File: config.mk
export PLATFORM = sky130hd
export DESIGN_NAME = tsbus_rx
export DESIGN_NICKNAME = d
export VERILOG_FILES = /design/src/rtl/tsbus_rx.sv
export SDC_FILE = /design/constraint.sdc
export NUM_CORES = 1
export LEC_CHECK = 0
export BUFFER_PORTS_ARGS = -buffer_cell sky130_fd_sc_hd__buf_4
export CORE_MARGIN = 1
export CORE_UTILIZATION = 52
export CTS_CLUSTER_SIZE = 10
export DETAILED_ROUTE_END_ITERATION = 10
export PLACE_DENSITY = 0.67
export SLEW_MARGIN = 20
export SYNTH_ARGS = -nofsm -noshare
export SYNTH_HDL_FRONTEND = slang
export SYNTH_SLANG_ARGS = --single-unit
File: constraint.sdc
create_clock -name clk -period 9.31 [get_ports clk]
set_clock_uncertainty 0.2 [all_clocks]
set_input_delay 0.931 -clock clk [delete_from_list [all_inputs] [get_ports clk]]
set_output_delay 0.931 -clock clk [all_outputs]
set_load 0.01 [all_outputs]
File: src/rtl/tsbus_rx.sv
// tsbus_rx: single-wire bus frame receiver with 4-entry byte FIFO and
// open-drain style acknowledge pulse. Optional even-parity bit is enabled
// by defining TSBUS_PARITY_EN (default build: start + 8 data + stop).
//
// state        | meaning
// -------------+-----------------------------------------------------
// S_IDLE       | bus idle, waiting for a synchronized falling edge
// S_START      | timing to the start-bit midpoint, reject false starts
// S_DATA       | sampling 8 data bits, LSB first
// S_PARITY     | sampling the even-parity bit (TSBUS_PARITY_EN only)
// S_STOP       | sampling the stop bit, push / error / drop decision
// S_ACK        | half-bit wait, then bus_oe held for one bit period
// S_WAIT_IDLE  | after a bad frame, wait for the bus to read high
module tsbus_rx #(
  parameter int CLKS_PER_BIT = 16
) (
  input  logic       clk,
  input  logic       rst_n,
  input  logic       bus_in,
  output logic       bus_oe,
  output logic       bus_drv,
  output logic [7:0] rx_data,
  output logic       rx_valid,
  input  logic       rx_ready,
  output logic       frame_err,
  output logic       overflow
);

  localparam int CW = $clog2(CLKS_PER_BIT);
  localparam logic [CW-1:0] HALF_M1 = CW'(CLKS_PER_BIT / 2 - 1);
  localparam logic [CW-1:0] FULL_M1 = CW'(CLKS_PER_BIT - 1);

  localparam logic [2:0] S_IDLE      = 3'd0;
  localparam logic [2:0] S_START     = 3'd1;
  localparam logic [2:0] S_DATA      = 3'd2;
`ifdef TSBUS_PARITY_EN
  localparam logic [2:0] S_PARITY    = 3'd3;
`endif
  localparam logic [2:0] S_STOP      = 3'd4;
  localparam logic [2:0] S_ACK       = 3'd5;
  localparam logic [2:0] S_WAIT_IDLE = 3'd6;

  logic          bus_s1, bus_s2, bus_d;
  logic [2:0]    state;
  logic [CW-1:0] cnt;
  logic [2:0]    bit_cnt;
  logic [7:0]    shreg;
  logic          par_err;
  logic [7:0]    mem [4];
  logic [1:0]    wr_ptr, rd_ptr;
  logic [2:0]    count;
  logic          stop_tick, good, bad, full, push, pop, drop;

  assign bus_drv  = 1'b0;
  assign rx_valid = (count != 3'd0);
  assign rx_data  = mem[rd_ptr];

  // two-flop synchronizer plus one delayed copy for edge detection
  always_ff @(posedge clk or negedge rst_n) begin
    if (!rst_n) begin
      bus_s1 <= 1'b1;
      bus_s2 <= 1'b1;
      bus_d  <= 1'b1;
    end else begin
      bus_s1 <= bus_in;
      bus_s2 <= bus_s1;
      bus_d  <= bus_s2;
    end
  end

  // frame verdict at the stop-bit sample and FIFO handshake
  always_comb begin
    stop_tick = (state == S_STOP) && (cnt == '0);
    good      = stop_tick && bus_s2 && !par_err;
    bad       = stop_tick && !(bus_s2 && !par_err);
    full      = (count == 3'd4);
    pop       = rx_valid && rx_ready;
    push      = good && (!full || pop);
    drop      = good && full && !pop;
  end

  // receive / acknowledge sequencer with a shared down-counter bit timer
  always_ff @(posedge clk or negedge rst_n) begin
    if (!rst_n) begin
      state     <= S_IDLE;
      cnt       <= '0;
      bit_cnt   <= '0;
      shreg     <= '0;
      bus_oe    <= 1'b0;
      frame_err <= 1'b0;
      overflow  <= 1'b0;
`ifdef TSBUS_PARITY_EN
      par_err   <= 1'b0;
`endif
    end else begin
      frame_err <= bad;
      overflow  <= drop;
      case (state)
        S_IDLE: begin
          if (bus_d && !bus_s2) begin
            state <= S_START;
            cnt   <= HALF_M1;
          end
        end
        S_START: begin
          if (cnt == '0) begin
            if (bus_s2) begin
              state <= S_IDLE;
            end else begin
              state   <= S_DATA;
              cnt     <= FULL_M1;
              bit_cnt <= '0;
`ifdef TSBUS_PARITY_EN
              par_err <= 1'b0;
`endif
            end
          end else begin
            cnt <= cnt - CW'(1);
          end
        end
        S_DATA: begin
          if (cnt == '0) begin
            shreg   <= {bus_s2, shreg[7:1]};
            cnt     <= FULL_M1;
            bit_cnt <= bit_cnt + 3'd1;
            if (bit_cnt == 3'd7) begin
`ifdef TSBUS_PARITY_EN
              state <= S_PARITY;
`else
              state <= S_STOP;
`endif
            end
          end else begin
            cnt <= cnt - CW'(1);
          end
        end
`ifdef TSBUS_PARITY_EN
        S_PARITY: begin
          if (cnt == '0) begin
            par_err <= (^shreg) ^ bus_s2;
            state   <= S_STOP;
            cnt     <= FULL_M1;
          end else begin
            cnt <= cnt - CW'(1);
          end
        end
`endif
        S_STOP: begin
          if (cnt == '0) begin
            if (push) begin
              state <= S_ACK;
              cnt   <= HALF_M1;
            end else if (good) begin
              state <= S_IDLE;
            end else begin
              state <= S_WAIT_IDLE;
            end
          end else begin
            cnt <= cnt - CW'(1);
          end
        end
        S_ACK: begin
          // first pass times the half-bit gap, second pass the drive window
          if (cnt == '0) begin
            if (!bus_oe) begin
              bus_oe <= 1'b1;
              cnt    <= FULL_M1;
            end else begin
              bus_oe <= 1'b0;
              state  <= S_IDLE;
            end
          end else begin
            cnt <= cnt - CW'(1);
          end
        end
        S_WAIT_IDLE: begin
          if (bus_s2) state <= S_IDLE;
        end
        default: begin
          state  <= S_IDLE;
          bus_oe <= 1'b0;
        end
      endcase
    end
  end

`ifndef TSBUS_PARITY_EN
  assign par_err = 1'b0;
`endif

  // 4-entry FIFO; push and pop in the same cycle both take effect
  always_ff @(posedge clk or negedge rst_n) begin
    if (!rst_n) begin
      for (int i = 0; i < 4; i++) mem[i] <= '0;
      wr_ptr <= '0;
      rd_ptr <= '0;
      count  <= '0;
    end else begin
      if (push) begin
        mem[wr_ptr] <= shreg;
        wr_ptr      <= wr_ptr + 2'd1;
      end
      if (pop) rd_ptr <= rd_ptr + 2'd1;
      count <= count + 3'(push) - 3'(pop);
    end
  end

endmodule

==> impl_metrics.yaml <==
sta:
  final_max_slew_viol_count: 0
  setup_slack_ps: 5960
  report.final.hold_viol_count: 0
  min_period_over_period_pct: 36.0
  setup_tns_ps: 0
  slew_headroom_pct: 48.5
  fin_crit_ps: 3350
  holdWs_ps: 161
  fmax_ghz: 0.299
  finalSetupViolCount: 0
  rsz0062_at_grt: "no"
  tightest_slew_ps: 772
setup_path:
  critPathCaptureType: "flip-flop"
  cpPeakStageDelay_ps: 570
  start_kind: "flip-flop"
  critPathSlowestCell: "nor4_4"
  crit_type: "flip-flop to flip-flop"
  required_ps: 9330
  worstPathCellList: "inv_1, ha_1, or3b_1, nor4_4, inv_1, ha_1, inv_1, ha_1, inv_1, fa_1, xnor2_1, xnor2_1"
  crit_path_frequent_cell: "inv_1"
  arrival_ps: 3370
  crit_fanout: 8
cts:
  clk_path_buf_depth: 2
  clkTransAtPathRegs_ps: 70
  cts-root-buf: "clkbuf_8"
  cts.sinks: 63
  cts.hold.buffers_added: 0
  h-tree-depth: 3
  post-cts-setup-buffers: 0
  insertion_delay_ps: 330
  tritoncts: "done"
  cts_buffers: 9
  cts_resized: 0
logic_synthesis:
  syn_nets: 238
  yosysSeqAreaShare_pct: 53.0
  synthesis.instances: 224
  yosysWarnings: 0
  postSynth.asyncResetShare_pct: 100
  yosys.area_share.adder_pct: 4.45
  synth_area_per_cell_um2: 13.3
  ys_top_cells_by_area: "dfrtp_1 50%, mux2_2 15%, mux4_2 6.0%"
  synth_xor_area_share_pct: 2.06
  synth_top_area_share_pct: 50.3
  yosysUniqueCellTypes: 44
  synth_edf_count: 0
  syn-cell-area_um2: 2980
  muxShareOfSynthArea_pct: 22.6
  synth-simple-area-share_pct: 8.72
  synth_compound_area_share_pct: 6.21
  yosysTopAreaCell: "dfrtp_1"
  synth_top_flop_cell: "dfrtp_1"
  synth_top_family_by_area: "multiplexers"
  synth_seq_cells: 63
detailed_routing:
  drt-wirelength-per-cell_um: 15.7
  first_pass_iters: 4
  detail-route-antenna-nets: 0
  vias: 1759
  first_iter_violations: 50
  routed_via_density: 5.55
  wirelength_mm: 4.98
  drc: 0
hold_path:
  min_path_type: "flip-flop to flip-flop"
floorplan:
  dieWidth_um: 77.7
  num_rows: 27
  floorplan.initialDensity_pct: 54.2
  core-area_um2: 5510
  die_h_um: 77.7
  io_pins: 17
  die_area_um2: 6040
layout:
  final_cells: 317
  syn_to_final_growth_pct: 12.4
  drive_gt1_share_pct: 36.7
  final_nets: 254
  antenna_cells: 0
  layout_common_cells: "60 x dfrtp_1, 40 x mux2_2, 15 x buf_4"
  final_common_cell: "dfrtp_1"
  stdcell_area_um2: 3350
  final_core_util_pct: 60.9
global_route:
  overflow: 0
  grt_use_total_pct: 19.1
  grt_start_max_net_pins: 64
  grt_pass1_wl_mm: 8.55
  antenna_found_initial: 0
  grt_pass1_vias: 1781
run_status:
  run_status: "finished clean"
placement:
  placed_area_um2: 3140
  place.gp.congestion: 0.751
  dpl.hpwl_mm: 3.26
  port_buffers: 15
  dp_worst_setup_slack_ps: 5960
  dp.cells: 301
power_and_ir_drop:
  irDropWorstVdd_uv: 154
  clockPowerShare_pct: 30.5
  power.switching_mw: 0.247
  sw_frac_of_total_pct: 31.4
  internal_power_mw: 0.540
  power_density_nw_per_um2: 235
  power.leakage_nw: 1.59
  seqPwrFrac_pct: 47.6
  pwr-share-comb_pct: 21.9
  finalPower_mw: 0.787
flow_run:
  max-cap-violations: 0
## cells in the mapped netlist, types with 3 or more instances
master / count
clkbuf_1: 8
nand2_1: 6
nor2_1: 7
nor3_1: 4
or3_1: 4
mux4_2: 8
dfstp_2: 3
a211oi_1: 4
a21oi_1: 6
nor3b_1: 3
nand2_2: 4
inv_1: 12
ha_1: 9
dfrtp_1: 60
o21ai_0: 5
mux2_2: 40
a2bb2oi_1: 3
o22ai_1: 4
xnor2_1: 5
## logic make-up after synthesis
| logic type | Yosys count |
|---|---|
| compound gates | 28 |
| xor+xnor | 7 |
| fa+ha+maj | 10 |
| buf+inv | 22 |
| flops | 63 |
| mux | 52 |
| other cells | 1 |
| simple gates | 41 |
## per-layer routing
layer / vias up / wire length [um] / global-route usage (%)
met2: 22 / 2500 / 32.0
met3: 10 / 118 / 4.12
li1: 842 / - / -
met5: - / 0 / 0
met1: 885 / 2250 / 22.8
met4: 0 / 107 / 10.4
## final cells by class
class / instances / area (um^2)
fillers: 423 / 2150
flip-flops and latches: 63 / 1580
multi-input cells: 139 / 1320
clock buffers: 11 / 151
repair buffers: 15 / 113
well taps: 72 / 90.1
clock inverters: 5 / 56.3
inverters: 12 / 45.0
## worst paths after layout
path	from	end	slack, ps	cells after the start
worst max register to register	cnt[0]$_DFFE_PN0P_	count[2]$_DFF_PN0_	5960	12
worst min register to register	bus_s1$_DFF_PN1_	bus_s2$_DFF_PN1_	160	0
worst min-delay path	bus_s1$_DFF_PN1_	bus_s2$_DFF_PN1_	160	0
worst max-delay path	cnt[0]$_DFFE_PN0P_	count[2]$_DFF_PN0_	5960	12
min in group asynchronous	rst_n	mem[16]$_DFFE_PN0P_	460	1
max in group asynchronous	rst_n	mem[21]$_DFFE_PN0P_	7930	1
## state kept, by name, indices dropped and copies added (netlist names), 2 cells and up
signal / count
mem: 32
shreg: 8
cnt: 4
bit_cnt: 3
count: 3
state: 3
rd_ptr: 2
wr_ptr: 2
## power groups by stage
stage,Sequential [mW],Clock [mW],Combinational [mW]
after CTS,0.376,0.247,0.175
final,0.375,0.240,0.172
after global placement,0.379,0,0.172
after detailed placement,0.380,0,0.175
after floorplan,0.333,0,0.179
after global routing,0.384,0.257,0.195
## critical path: cells and delay by family (launching register included)
| kind | cells | cell delay (ps) |
|---|---|---|
| adders and majority gates | 4 | 1000 |
| and+or+nand+nor | 2 | 1050 |
| DFF | 1 | 400 |
| buffers and inverters | 4 | 310 |
| xor gates and xnor gates | 2 | 260 |
Power figures use the tool's default switching activity.
